<file path="config.mk">
export PLATFORM = sky130hd
export DESIGN_NAME = reg_writeback_queue
export DESIGN_NICKNAME = d
export VERILOG_FILES = /design/src/rtl/reg_writeback_queue.sv
export SDC_FILE = /design/constraint.sdc
export NUM_CORES = 1
export LEC_CHECK = 0
export BUFFER_PORTS_ARGS = -buffer_cell sky130_fd_sc_hd__buf_4
export CAP_MARGIN = 10
export CORE_MARGIN = 2
export CORE_UTILIZATION = 30
export CTS_CLUSTER_DIAMETER = 100
export DETAILED_ROUTE_END_ITERATION = 6
export PLACE_DENSITY = 0.59
export SYNTH_ARGS = -nofsm -noshare
export SYNTH_HDL_FRONTEND = slang
export SYNTH_SLANG_ARGS = --single-unit
export TNS_END_PERCENT = 20
</file>
<file path="constraint.sdc">
create_clock -name clk -period 2.7 [get_ports clk]
set_clock_uncertainty 0.1 [all_clocks]
set_input_delay 0.135 -clock clk [delete_from_list [all_inputs] [get_ports clk]]
set_output_delay 0.135 -clock clk [all_outputs]
set_load 0.02 [all_outputs]
</file>
<file path="src/rtl/reg_writeback_queue.sv">
// In-order writeback queue feeding the register file write port, with a
// combinational hazard/forwarding lookup over every write not yet committed.
module reg_writeback_queue #(
    parameter int unsigned REG_NUM  = 32,
    parameter int unsigned REG_SIZE = 32,
    parameter int unsigned DEPTH    = 4
) (
    input  logic                       clk,
    input  logic                       rst,
    input  logic                       in_valid,
    output logic                       in_ready,
    input  logic [$clog2(REG_NUM)-1:0] in_rd,
    input  logic [REG_SIZE-1:0]        in_data,
    output logic [$clog2(REG_NUM)-1:0] write_reg,
    output logic [REG_SIZE-1:0]        write_data,
    output logic                       reg_write,
    input  logic [$clog2(REG_NUM)-1:0] chk_reg_1,
    input  logic [$clog2(REG_NUM)-1:0] chk_reg_2,
    output logic                       chk_hit_1,
    output logic                       chk_hit_2,
    output logic [REG_SIZE-1:0]        fwd_data_1,
    output logic [REG_SIZE-1:0]        fwd_data_2,
    output logic [$clog2(DEPTH):0]     count,
    output logic                       empty
);

    localparam int unsigned AW = $clog2(REG_NUM);
    localparam int unsigned PW = $clog2(DEPTH);
    localparam int unsigned CW = PW + 1;

    logic [AW-1:0]       rd_mem_q   [DEPTH];
    logic [REG_SIZE-1:0] data_mem_q [DEPTH];
    logic [PW-1:0]       wr_ptr_q, rd_ptr_q;
    logic [CW-1:0]       count_q, count_d;
    logic                reg_write_q;
    logic [AW-1:0]       write_reg_q;
    logic [REG_SIZE-1:0] write_data_q;
    logic                push, pop;

    assign in_ready = (count_q != CW'(DEPTH));
    // Writes to x0 are accepted but never enter the queue.
    assign push     = in_valid && in_ready && (in_rd != '0);
    assign pop      = (count_q != '0);

    always_comb begin
        count_d = count_q;
        if (push && !pop) begin
            count_d = count_q + 1'b1;
        end else if (!push && pop) begin
            count_d = count_q - 1'b1;
        end
    end

    always_ff @(posedge clk) begin
        if (rst) begin
            wr_ptr_q     <= '0;
            rd_ptr_q     <= '0;
            count_q      <= '0;
            reg_write_q  <= 1'b0;
            write_reg_q  <= '0;
            write_data_q <= '0;
        end else begin
            count_q     <= count_d;
            reg_write_q <= pop;
            if (push) begin
                wr_ptr_q <= wr_ptr_q + 1'b1;
            end
            if (pop) begin
                write_reg_q  <= rd_mem_q[rd_ptr_q];
                write_data_q <= data_mem_q[rd_ptr_q];
                rd_ptr_q     <= rd_ptr_q + 1'b1;
            end
        end
    end

    // Storage needs no reset; validity is tracked by count_q and the pointers.
    always_ff @(posedge clk) begin
        if (!rst && push) begin
            rd_mem_q[wr_ptr_q]   <= in_rd;
            data_mem_q[wr_ptr_q] <= in_data;
        end
    end

    // Scan oldest to youngest so the youngest match wins; output stage is older than all.
    function automatic logic [REG_SIZE:0] lookup(input logic [AW-1:0] chk);
        logic                hit;
        logic [REG_SIZE-1:0] data;
        logic [PW-1:0]       idx;
        hit  = 1'b0;
        data = '0;
        idx  = '0;
        if (chk != '0) begin
            if (reg_write_q && (write_reg_q == chk)) begin
                hit  = 1'b1;
                data = write_data_q;
            end
            for (int i = 0; i < int'(DEPTH); i++) begin
                idx = rd_ptr_q + PW'(i);
                if ((CW'(i) < count_q) && (rd_mem_q[idx] == chk)) begin
                    hit  = 1'b1;
                    data = data_mem_q[idx];
                end
            end
        end
        return {hit, data};
    endfunction

    assign {chk_hit_1, fwd_data_1} = lookup(chk_reg_1);
    assign {chk_hit_2, fwd_data_2} = lookup(chk_reg_2);

    assign write_reg  = write_reg_q;
    assign write_data = write_data_q;
    assign reg_write  = reg_write_q;
    assign count      = count_q;
    assign empty      = (count_q == '0) && !reg_write_q;

endmodule
</file>
Yosys cells after proc, flatten, opt, wreduce, memory -nomap -nowiden:

Memories as Yosys holds them, arrays and structs flattened. A register that Yosys moved wholly into a read port is not among the register bits.
Index checks and enable logic that the tools add are counted.

* bits in writable memories: 148
* memories kept: 2
* logic and storage cells: 87
* register bits: 45
* output and inout port bits: 109
* bits of input ports: 50

* equal/unequal tests: 11
* $add $sub $neg: 6
* $lt $le $gt $ge: 4
* mux-type cells: 32
* reductions and logical operators: 26

Memory list
* data_mem_q: depth 4, width 32, rd ports 4, clocked after memory_dff 1, wr ports 1, line 32 `logic [REG_SIZE-1:0] data_mem_q [DEPTH];`
* rd_mem_q: depth 4, width 5, rd ports 4, clocked after memory_dff 1, wr ports 1, line 31 `logic [AW-1:0] rd_mem_q [DEPTH];`

Operators by type and width (number)
* $mux W32: 12
* $eq A5 B5 Y1: 10
* $logic_and A1 B1 Y1: 16
* $reduce_bool A5 Y1: 3
* $mux W1: 14
* $mux W2: 4
* $lt A1 B3 Y1 const A: 2
* $lt A2 B3 Y1 const A: 2
* $mux W3: 2
* $add A2 B1 Y2 const B: 2
* $add A2 B2 Y2 const B: 2
* $logic_not A1 Y1: 4
* $add A3 B1 Y3 const B: 1
* $logic_not A3 Y1: 1
* $ne A3 B3 Y1 const B: 1
* $reduce_bool A3 Y1: 1
* $sub A3 B1 Y3 const B: 1
* $reduce_bool A2 Y1: 1

Depth between registers and ports, before layout:

* depth in word-level cells: 8
* mapped depth: 11
* depth with buffers taken out: 10

Least setup slack after synthesis:

No wires, ideal clock.

* path type: register to register
* start point: register count_q[0] (netlist: count[0])
* end point: memory data_mem_q[0][0] (enable)
* period minus slack after synthesis: 2840 ps
* cell stages (with the launch flop): 7
* setup slack: -140 ps
* arrival: 2342 ps
* cell sequence: dfxtp_1 -> inv_1 -> ha_1 -> nand2_1 -> o211ai_1 -> nor2_1 -> and2_1

* cells in the longest elaborated chain, start to end: 6

Ends and longest elaborated chain
* from (decl): line 34 `logic [CW-1:0] count_q, count_d;`
* from (signal assigned): line 63 `count_q <= count_d;`
* $ne A3 B3 Y1: line 40 `assign in_ready = (count_q != CW'(DEPTH));`
* net in_ready: line 11 `output logic in_ready,`
* $logic_and A1 B1 Y1 (2 in a row): line 42 `assign push = in_valid && in_ready && (in_rd != '0);`
* $logic_and A1 B1 Y1: line 78 `if (!rst && push) begin`
* $mux W1: line 78
* $mux W1 (not written as such): line 80 `data_mem_q[wr_ptr_q] <= in_data;`
* to (decl): line 32

The timed path passes the listed nets, and every way through them passes these cells.

==> flow_summary.toml <==
[outcome]
status = "finished, violations left"
violations = "setup timing"

[clock_network]
cts_buffer_depth = 2
clkTransAtPathRegs_ns = 0.08
cts_tree = "built"
cts_num_sinks = 195
root_buffer = "clkbuf_16"
cts_buffers = 17
clock_latency_ns = 0.45
htreeDepth = 4

[detailed_routing]
vias = 11200
drc = 0
vias_per_cell = 5.86
wl_per_cell_um = 24.0
drt_iter0_drc = 1204
antenna_left = 0
first_pass_iters = 5
wl_um = 45900

[timing]
grt_setup_unrepaired = "yes"
worst_slack_ns = -0.722
post-route-period-util_pct = 127
fmax_ghz = 0.292
tightest_slew_ns = 0.791
slew_headroom_pct = 47.3
period_needed_ns = 3.42
drv_slew = 0
report.final.setup_viol = 66
finalHoldViolCount = 0

[power_and_ir_drop]
vdd_ir_drop_max_v = 0.000435
finalPower_uw = 14600
power.leakage_uw = 0.00617
intPower_uw = 8740
switchingPower_uw = 5900
p_per_area_nw_per_um2 = 817
p_sw_share_pct = 40.3
combPwrFrac_pct = 54.6
p_seq_share_pct = 28.3
pwr-share-clk_pct = 17.1

[worst_setup_path]
crit_type = "reg -> out"
crit_path_top_delay_cell = "mux4_2"
start_kind = "flop"
required_ns = 2.47
critPathTopFamily = "buffers and inverters"
cp.arrival_ns = 3.19
crit_path_cell_trace = "buf_4 -> mux4_2 -> xnor2_1 -> nand4_1 -> buf_4 -> nor2_4 -> buf_12 -> a221oi_1 -> o31ai_1 -> buf_4"
cpPeakStageDelay_ns = 0.51
path_buf_inv = 4
cp_common_cell = "buf_4"
critPathCaptureType = "output port"
crit_fanout = 19

[place]
gp_congestion = 0.871
post_dp_cell_area_sq_um = 16100
dp_cells = 1823
place_hpwl_um = 31200
portBuffers = 158

[synthesis]
synth_cell_types = 48
avgSynthCellArea_sq_um = 12.7
ys_seq_elements = 195
ys.warnings.count = 0
ys.flop_type = "edfxtp_1"
syn-num-nets = 1081
ys_seq_area_share_pct = 41.6
syn_inst = 1022
synth_enable_flop_cells = 148
async_reset_ff_share_pct = 0
netlist_area_sq_um = 13000

[final_layout]
largest_register_ffs = 128
final_area_sq_um = 17900
diodes = 0
nets = 1375
final_util_pct = 41.8
area_growth_pct = 38.4
final_cells = 1914
final_cell_mix = "buf_4 (279), edfxtp_1 (148), mux4_2 (146)"
top_register = "data_mem_q"
drive_gt1_share_pct = 49.1
final_common_cell = "buf_4"

[grt]
grt_pass1_wl_um = 67500
grt_overflow = 0
grt_max_degree = 77
antenna_found_initial = 0
first_global_vias = 11000
grt.total_usage_pct = 20.4

[floorplan]
io_pins = 159
fp.dieH_um = 212
die_width_um = 212
initial_core_util_pct = 30.2
core_area_sq_um = 42900
rows = 76
dieArea_sq_um = 44900

[flow_run]
maxCapViolations = 0

[worst_hold_path]
worst_hold_path_type = "in -> reg"
==> path summary, 6_finish.rpt <==
path                                      from        endpoint  slack, ns  cells past startpoint
worst min register to register  write_data[24]  write_data[24]       0.40                      2
worst max register to register        count[0]        count[2]       0.50                      9
worst max-delay path            rd_mem_q[0][3]  fwd_data_1[20]      -0.72                     10
worst min-delay path                  in_valid     wr_ptr_q[1]       0.05                      4
==> Yosys cell counts (4+ instances only) <==
master,instances,area (sq um)
and2_1,7,43.8
o31ai_1,65,488
or2_2,32,200
nand3_1,5,25.0
buf_1,7,26.3
a32oi_1,64,561
dfxtp_1,47,941
inv_1,9,33.8
nor4_1,4,25.0
buf_2,61,305
edfxtp_1,148,4440
buf_6,4,45.0
a221oi_1,64,561
nand2_1,85,319
mux2i_1,8,80.1
xor2_1,22,193
nor2_1,82,308
xnor2_1,32,280
ha_1,9,113
nand4_1,4,25.0
nor2_2,4,25.0
clkbuf_1,36,135
mux4_2,146,3290
a21oi_1,41,205
==> stage by stage <==
stage	setup TNS [ns]	hold slack, ns	setup slack [ns]
4_1_cts	-39.46	0.0408	-0.655
5_1_grt	-48.23	0.0893	-0.823
3_5_place_dp	-8.60	0.237	-0.203
6_report	-41.50	0.0506	-0.722
2_1_floorplan	-15.54	0.134	-0.140
3_3_place_gp	-7.48	0.234	-0.238
==> final cells by class <==
cell class / instances / area, sq um
multi-input cells: 708 / 7590
clock inverters: 13 / 125
repair buffers: 385 / 3600
flip-flops and latches: 195 / 5400
clock buffers: 19 / 443
fillers: 3984 / 25000
well taps: 585 / 732
inverters: 9 / 33.8
==> cells by family after synthesis <==
group,count (synthesis),synth area share [%]
compound gates,248,14.8
xor+xnor,54,3.65
fa+ha+maj,9,0.869
buf+inv,120,4.39
flops,195,41.6
mux,156,26.2
simple gates,240,8.46
==> worst min-delay path: cells and delay by family <==
family,cells,cell delay (ns)
AOI/OAI and AO/OA,2,0.23
buffers and inverters,1,0.08
and+or+nand+nor,1,0.12
==> power groups by stage <==
stage                     Combinational, uW  Sequential [uW]  Clock [uW]
after detailed placement               7560             4180           0
after global placement                 7480             4170           0
after floorplan                        4660             4310           0
after global routing                   8500             4200        2670
after CTS                              7840             4130        2540
final                                  7990             4150        2510
==> what timing repair did <==
item	4_1_cts	5_1_grt
setup buffers	18	4
setup endpoints to repair	66	66
hold buffers	37	0
hold endpoints to repair	148	0
pin swaps	16	12
cloned	4	0
gates resized for setup	75	46
==> layer usage <==
| metal | vias up | track usage [%] | routed length [um] | share of wire (%) |
|---|---|---|---|---|
| met1 | 5661 | 26.3 | 18200 | 40 |
| li1 | 4796 | - | - | - |
| met2 | 644 | 33.8 | 22400 | 49 |
| met5 | - | 0 | 0 | 0 |
| met4 | 0 | 7.63 | 1370 | 3.0 |
| met3 | 107 | 4.21 | 3930 | 8.6 |
(Power assumes the default switching activity.)
